==> config.mk <==
export PLATFORM = sky130hd
export DESIGN_NAME = carry_skip_adder8
export DESIGN_NICKNAME = d
export VERILOG_FILES = /design/src/rtl/carry_skip_pkg.sv /design/src/rtl/carry_skip_block.sv /design/src/rtl/carry_skip_adder8.sv
export SDC_FILE = /design/constraint.sdc
export NUM_CORES = 1
export LEC_CHECK = 0
export ABC_CLOCK_PERIOD_IN_PS = 800
export BUFFER_PORTS_ARGS = -buffer_cell sky130_fd_sc_hd__buf_4
export CAP_MARGIN = 10
export CELL_PAD_IN_SITES_DETAIL_PLACEMENT = 0
export CELL_PAD_IN_SITES_GLOBAL_PLACEMENT = 1
export CORE_MARGIN = 2
export CORE_UTILIZATION = 30
export CTS_CLUSTER_SIZE = 20
export DETAILED_ROUTE_END_ITERATION = 6
export PLACE_DENSITY_LB_ADDON = 0.1
export SLEW_MARGIN = 20
export SYNTH_ARGS = -nofsm -noshare
export SYNTH_HDL_FRONTEND = slang
export SYNTH_SLANG_ARGS = --single-unit
==> constraint.sdc <==
create_clock -name clk -period 0.8 [get_ports clk]
set_input_delay 0.08 -clock clk [delete_from_list [all_inputs] [get_ports clk]]
set_output_delay 0.08 -clock clk [all_outputs]
set_load 0.01 [all_outputs]
==> src/rtl/carry_skip_pkg.sv <==
// Shared constants, types and golden reference for the 8-bit carry-skip adder.
package carry_skip_pkg;

  localparam int unsigned ADD_W = 8;

  typedef logic [ADD_W-1:0] add_word_t;

  // Reference 9-bit sum {co, s}.
  function automatic logic [ADD_W:0] ref_add(input add_word_t a, input add_word_t b,
                                             input logic ci);
    return (ADD_W+1)'(a) + (ADD_W+1)'(b) + (ADD_W+1)'(ci);
  endfunction

endpackage

==> src/rtl/carry_skip_block.sv <==
// One carry-skip block: W-bit ripple chain, block-propagate AND and skip mux.
module carry_skip_block #(
  parameter int unsigned W = 4
) (
  input  logic [W-1:0] a,
  input  logic [W-1:0] b,
  input  logic         cin,
  output logic [W-1:0] s,
  output logic         cout,
  output logic         cmsb
);

  logic [W-1:0] p;
  logic         c;

  assign p = a ^ b;

  // Sum always comes from the ripple chain; the skip mux only shortcuts cout.
  always_comb begin
    c    = cin;
    s    = '0;
    cmsb = 1'b0;
    for (int i = 0; i < int'(W); i++) begin
      if (i == int'(W) - 1) cmsb = c;
      s[i] = p[i] ^ c;
      c    = (a[i] & b[i]) | (p[i] & c);
    end
    cout = (&p) ? cin : c;
  end

endmodule

==> src/rtl/carry_skip_adder8.sv <==
// 8-bit carry-skip adder with registered sum/carry-out.
// Define CARRY_SKIP_OVF_EN to add a registered two's-complement overflow output ovf.
module carry_skip_adder8
  import carry_skip_pkg::*;
#(
  parameter int unsigned BLOCK_W = 4
) (
  input  logic             clk,
  input  logic             rst,
  input  logic [ADD_W-1:0] a,
  input  logic [ADD_W-1:0] b,
  input  logic             ci,
  output logic [ADD_W-1:0] s,
  output logic             co
`ifdef CARRY_SKIP_OVF_EN
  ,
  output logic             ovf
`endif
);

  localparam int unsigned NB = (BLOCK_W == 0) ? 1 : ADD_W / BLOCK_W;

  if (BLOCK_W == 0 || (ADD_W % BLOCK_W) != 0) begin : g_bad_block_w
    $error("carry_skip_adder8: BLOCK_W must divide 8");
  end

  logic [NB:0]      carry;
  logic [NB-1:0]    blk_cmsb;
  logic [ADD_W-1:0] sum_c;
  logic             unused_cmsb;

  assign carry[0]    = ci;
  assign unused_cmsb = ^blk_cmsb;

  // Block chain: each block's skip-mux output feeds the next block's carry-in.
  for (genvar k = 0; k < int'(NB); k++) begin : g_blk
    carry_skip_block #(.W(BLOCK_W)) u_blk (
      .a    (a[k*BLOCK_W +: BLOCK_W]),
      .b    (b[k*BLOCK_W +: BLOCK_W]),
      .cin  (carry[k]),
      .s    (sum_c[k*BLOCK_W +: BLOCK_W]),
      .cout (carry[k+1]),
      .cmsb (blk_cmsb[k])
    );
  end

  logic [ADD_W-1:0] s_d, s_q;
  logic             co_d, co_q;

  assign s_d  = sum_c;
  assign co_d = carry[NB];

  always_ff @(posedge clk or posedge rst) begin
    if (rst) begin
      s_q  <= '0;
      co_q <= 1'b0;
    end else begin
      s_q  <= s_d;
      co_q <= co_d;
    end
  end

  assign s  = s_q;
  assign co = co_q;

`ifdef CARRY_SKIP_OVF_EN
  logic ovf_d, ovf_q;

  // Overflow: carry into bit 7 differs from carry out of bit 7.
  assign ovf_d = blk_cmsb[NB-1] ^ carry[NB];

  always_ff @(posedge clk or posedge rst) begin
    if (rst) ovf_q <= 1'b0;
    else     ovf_q <= ovf_d;
  end

  assign ovf = ovf_q;
`endif

endmodule

=== After elaboration in Yosys (flattened, before gate mapping) ===
Index checks and enable logic that the tools add are counted.

* Input bits: 19
* Memories: 0
* Word-level logic and storage cells: 40
* Bits in writable memories: 0
* Register bits: 9
* Bits in latches: 0
* ROM bits: 0

* Shift-type cells: 0
* Mux-type cells: 2
* $mul: 0
* Order comparisons: 0
* Reductions and logical operators: 2
* Add/subtract/negate cells: 0
* Bitwise logic cells: 34
* Eq/ne operators: 0
* Divide/modulo/power cells: 0

{| class="wikitable"
|+ Operators by type and width
! cell !! count
|-
| $and 1x1->1 || 16
|-
| $or 1x1->1 || 8
|-
| $reduce_and 4->1 || 2
|-
| $xor 1x1->1 || 8
|-
| $xor 4x4->4 || 2
|-
| $mux 1 || 2
|}

=== Logic depth before layout (Yosys ltp) ===
* Depth after elaboration: 19
* Gate-level depth with buffers: 14
* Mapped depth without buffers: 14

=== Modules after synthesis ===
Synthesis repeated with hierarchy kept, for this count alone.

* Cells, all modules: 50
* Area total of the unflattened synthesis: 599.3 sq um

{| class="wikitable"
|+ By module, submodules not included
! module !! area each (sq um) !! instances !! cells each
|-
| carry_skip_block || 185.2 || 2 || 20
|-
| carry_skip_adder8 || 229.0 || 1 || 10
|}

=== Least setup slack after synthesis ===
OpenSTA, ideal clock, no wires.

* Kind: in2reg
* Start: input a[0]
* End: register s_q[7], in the netlist s[7]
* Stages on the path: 13
* Path slack: -2.595 ns
* Arrival time: 3.331 ns
* Required time: 0.736 ns
* Cells stage by stage: inv_1 fa_1 inv_1 fa_1 fa_1 fa_1 mux2_4 fa_1 fa_1 fa_1 inv_1 fa_1 inv_1

* Word-level cells in the longest chain between the ends: 17
* Elaborated cells on any way between the ends: 19
* Those cells by class: mux: 1; bitwise: 17; reduce/logical: 1

{| class="wikitable"
|+ Ends and longest elaborated chain
! what !! RTL line !! RTL
|-
| from (decl) || carry_skip_adder8.sv:10 || <nowiki>input logic [ADD_W-1:0] a,</nowiki>
|-
| $xor 4x4->4 || carry_skip_block.sv:16 || <nowiki>assign p = a ^ b;</nowiki>
|-
| $and 1x1->1 || carry_skip_block.sv:26 || <nowiki>c = (a[i] & b[i]) | (p[i] & c);</nowiki>
|-
| $or 1x1->1 || carry_skip_block.sv:26 ||
|-
| $and 1x1->1 || carry_skip_block.sv:26 ||
|-
| $or 1x1->1 || carry_skip_block.sv:26 ||
|-
| $and 1x1->1 || carry_skip_block.sv:26 ||
|-
| $or 1x1->1 || carry_skip_block.sv:26 ||
|-
| $and 1x1->1 || carry_skip_block.sv:26 ||
|-
| [2 not listed] || - ||
|-
| $and 1x1->1 * || carry_skip_block.sv:26 ||
|-
| $or 1x1->1 * || carry_skip_block.sv:26 ||
|-
| $and 1x1->1 * || carry_skip_block.sv:26 ||
|-
| $or 1x1->1 * || carry_skip_block.sv:26 ||
|-
| $and 1x1->1 * || carry_skip_block.sv:26 ||
|-
| $or 1x1->1 * || carry_skip_block.sv:26 ||
|-
| $xor 1x1->1 * || carry_skip_block.sv:25 || <nowiki>s[i] = p[i] ^ c;</nowiki>
|-
| named net g_blk[1].u_blk.s[3] || carry_skip_block.sv:8 || <nowiki>output logic [W-1:0] s,</nowiki>
|-
| to (signal assigned) || carry_skip_adder8.sv:55 || <nowiki>s_q <= '0;</nowiki>
|-
| to (signal assigned) || carry_skip_adder8.sv:58 || <nowiki>s_q <= s_d;</nowiki>
|-
| to (decl) || carry_skip_adder8.sv:47 || <nowiki>logic [ADD_W-1:0] s_d, s_q;</nowiki>
|}

Mark *: on every way through the listed nets, which the timed path passes. The rest lies on a longest branch.

=== Worst setup path after layout ===
Same ends and word-level chain as after synthesis.

==> results.toml <==
[run_status]
status = "finished, violations left"
violations = "setup timing"

[grt]
grt_usage_pct = 9.43
grt_max_degree = 10
antenna_found_initial = 0
overflow = 0
first_global_vias = 382
grt_pass1_wl_mm = 1.46

[placement]
place.gp.congestion = 0.675
place.port_buffers = 27
dp_hpwl_um = 834
place_inst = 98

[timing]
maxSlewViolCount = 0
min_period_ns = 3.11
hold_ws_ns = 0.147
fin_ws_ns = -2.31
slew_headroom_pct = 79.5
finalCritPeriodShare_pct = 389
setup_viol = 17
rsz0062_at_grt = "yes"
fin_setup_tns_ns = -10.61
max_clock_freq_ghz = 0.321
hold_violations = 0
worstMarginPinSlew_ns = 0.307

[clock_network]
clk_path_buf_depth = 2
cts.sinks = 9
numCtsBuffers = 3
path_clk_slew_ns = 0.05
cts_max_level = 1
cts_tree = "built"
cts_root_buf = "clkbuf_4"

[floorplan]
fp.dieArea_um2 = 2230
pin_count = 28
start_util_pct = 32.2
core_um2 = 1750
num_rows = 15
dieHeight_um = 47.3
die_x_um = 47.3

[finish]
fillerInstances = 165
drive_above_1_share_pct = 65.8
fin_nets = 115
area_delta_synth_final_pct = 74.2
diodes = 0
instances_no_fill = 104
final_core_util_pct = 56.1

[logic_synthesis]
synth_area_leader_cell = "dfrtp_1"
synth.yosys.warnings = 0
synth_nets = 75
ys_seq_elements = 9
yosys.cell_types.count = 8
synth_area_per_cell_um2 = 14.0
synth_top_area_share_pct = 40.1
synthMostInstantiatedCell = "inv_1"
synth.cell_area_um2 = 562
postSynthCellCount = 40
synth_area_leaders = "dfrtp_1, fa_1, ha_1"
synth_commonest_cells = "inv_1, dfrtp_1, fa_1, ha_1, nand4_1"
synth_edf_count = 0
async_flop_share_pct = 100
synth_flop_cell = "dfrtp_1"
synth_seq_area_share_pct = 40.1

[worst_setup_path]
path_buf_inv = 5
crit_family = "adder cells"
cp-start-kind = "input port"
end_kind = "flip-flop"
cp_max_fo = 2
max_stage_delay_ns = 0.42
criticalPathCategory = "in -> reg"
crit_path_cell_trace = "buf_12 > inv_12 > fa_2 > inv_2 > fa_2 > fa_2 > fa_2 > mux2_4 > fa_2 > fa_2 > fa_2 > inv_2 > fa_2 > inv_1"
cp_data_arrival_time_ns = 3.30
crit_required_ns = 0.99
critPathMostFrequentCell = "fa_2"
critPathSlowestCell = "fa_2"

[detailed_routing]
wirelength_um = 927
viasPerCell = 3.74
ant_nets = 0
drt_pass1_iterations = 1
drc_errors = 0
dr.first_iter.drc_count = 0
dr_total_vias = 389
avgRoutedWirePerCell_um = 8.91

[run]
maxCapViolCount = 0

[power]
powerDensity_nw_per_um2 = 1470
irDropWorstVdd_mv = 0.609
leakagePower_nw = 0.488

[worst_hold_path]
hp-class = "in -> reg"
==> timing repair <==
item	4_1_cts	5_1_grt
hold endpoints to repair	9	0
setup buffers	0	1
gates cloned	0	0
resized for setup	15	1
hold buffers	1	0
endpoints found under the setup margin	17	17
==> area by class of cell <==
cell class                      instances  area, um2  share of cell area [%]
Clock buffer                            4       26.3                    2.69
Inverter                               10       55.1                    5.63
Multi-Input combinational cell         21        322                    32.9
Sequential cell                         9        225                    23.0
Tap cell                               25       31.3                    3.20
Timing Repair Buffer                   35        319                    32.6
==> cells in the final DEF, fill, tap and decap left out <==
| master | instances |
|---|---|
| buf_4 | 22 |
| buf_6 | 11 |
| dfrtp_1 | 9 |
| fa_2 | 8 |
| ha_1 | 8 |
| inv_1 | 5 |
| inv_2 | 3 |
| clkbuf_4 | 3 |
| nand4_1 | 2 |
| inv_6 | 1 |
| mux2_4 | 1 |
| inv_12 | 1 |
| nand2_2 | 1 |
| o21a_1 | 1 |
| clkbuf_1 | 1 |
| dlygate4sd3_1 | 1 |
| buf_12 | 1 |
==> metrics by stage <==
stage               power [mW]  instance area, um2  setup slack (ns)
global route              1.55                 978             -2.39
finish                    1.44                 978             -2.31
global placement          1.05                 876             -2.57
CTS                       1.46                 968             -2.33
detailed placement        1.05                 876             -2.62
floorplan                0.755                 597             -2.35
==> kinds of logic after synthesis <==
kind of cell	count (synthesis)	synth area share, %
multiplexers	1	2.67
adder cells (fa/ha/maj)	16	46.3
buffers and inverters	10	6.68
AO/OA/AOI/OAI	1	1.34
flip-flops	9	40.1
AND/OR/NAND/NOR	3	2.89
==> report_power, final <==
group	internal [mW]	leakage [nW]	switching, mW	total, mW
logic	0.338	0.368	0.211	0.549
registers	0.542	0.105	0.0371	0.579
clock network	0.190	0.0150	0.125	0.315
==> final timing paths <==
kind / from / to / slack, ns / cells after the start
max: a[0] / s[7]$_DFF_PP0_ / -2.31 / 14
max in group asynchronous: rst / s[6]$_DFF_PP0_ / 0.22 / 3
min in group asynchronous: rst / s[3]$_DFF_PP0_ / 0.34 / 3
min: b[5] / s[5]$_DFF_PP0_ / 0.15 / 2
==> layer usage <==
metal / vias to the layer above / wire length (um) / global-route usage, %
li1: 193 / - / -
met4: 0 / 0 / 5.00
met5: - / 0 / 0
met2: 14 / 539 / 17.0
met1: 182 / 339 / 10.7
met3: 0 / 48 / 1.15
==> state kept, by name, indices dropped and copies added, names as in the netlist <==
name / flops
co: 1
s: 8
Note: power is estimated with default switching activity, not from simulation.
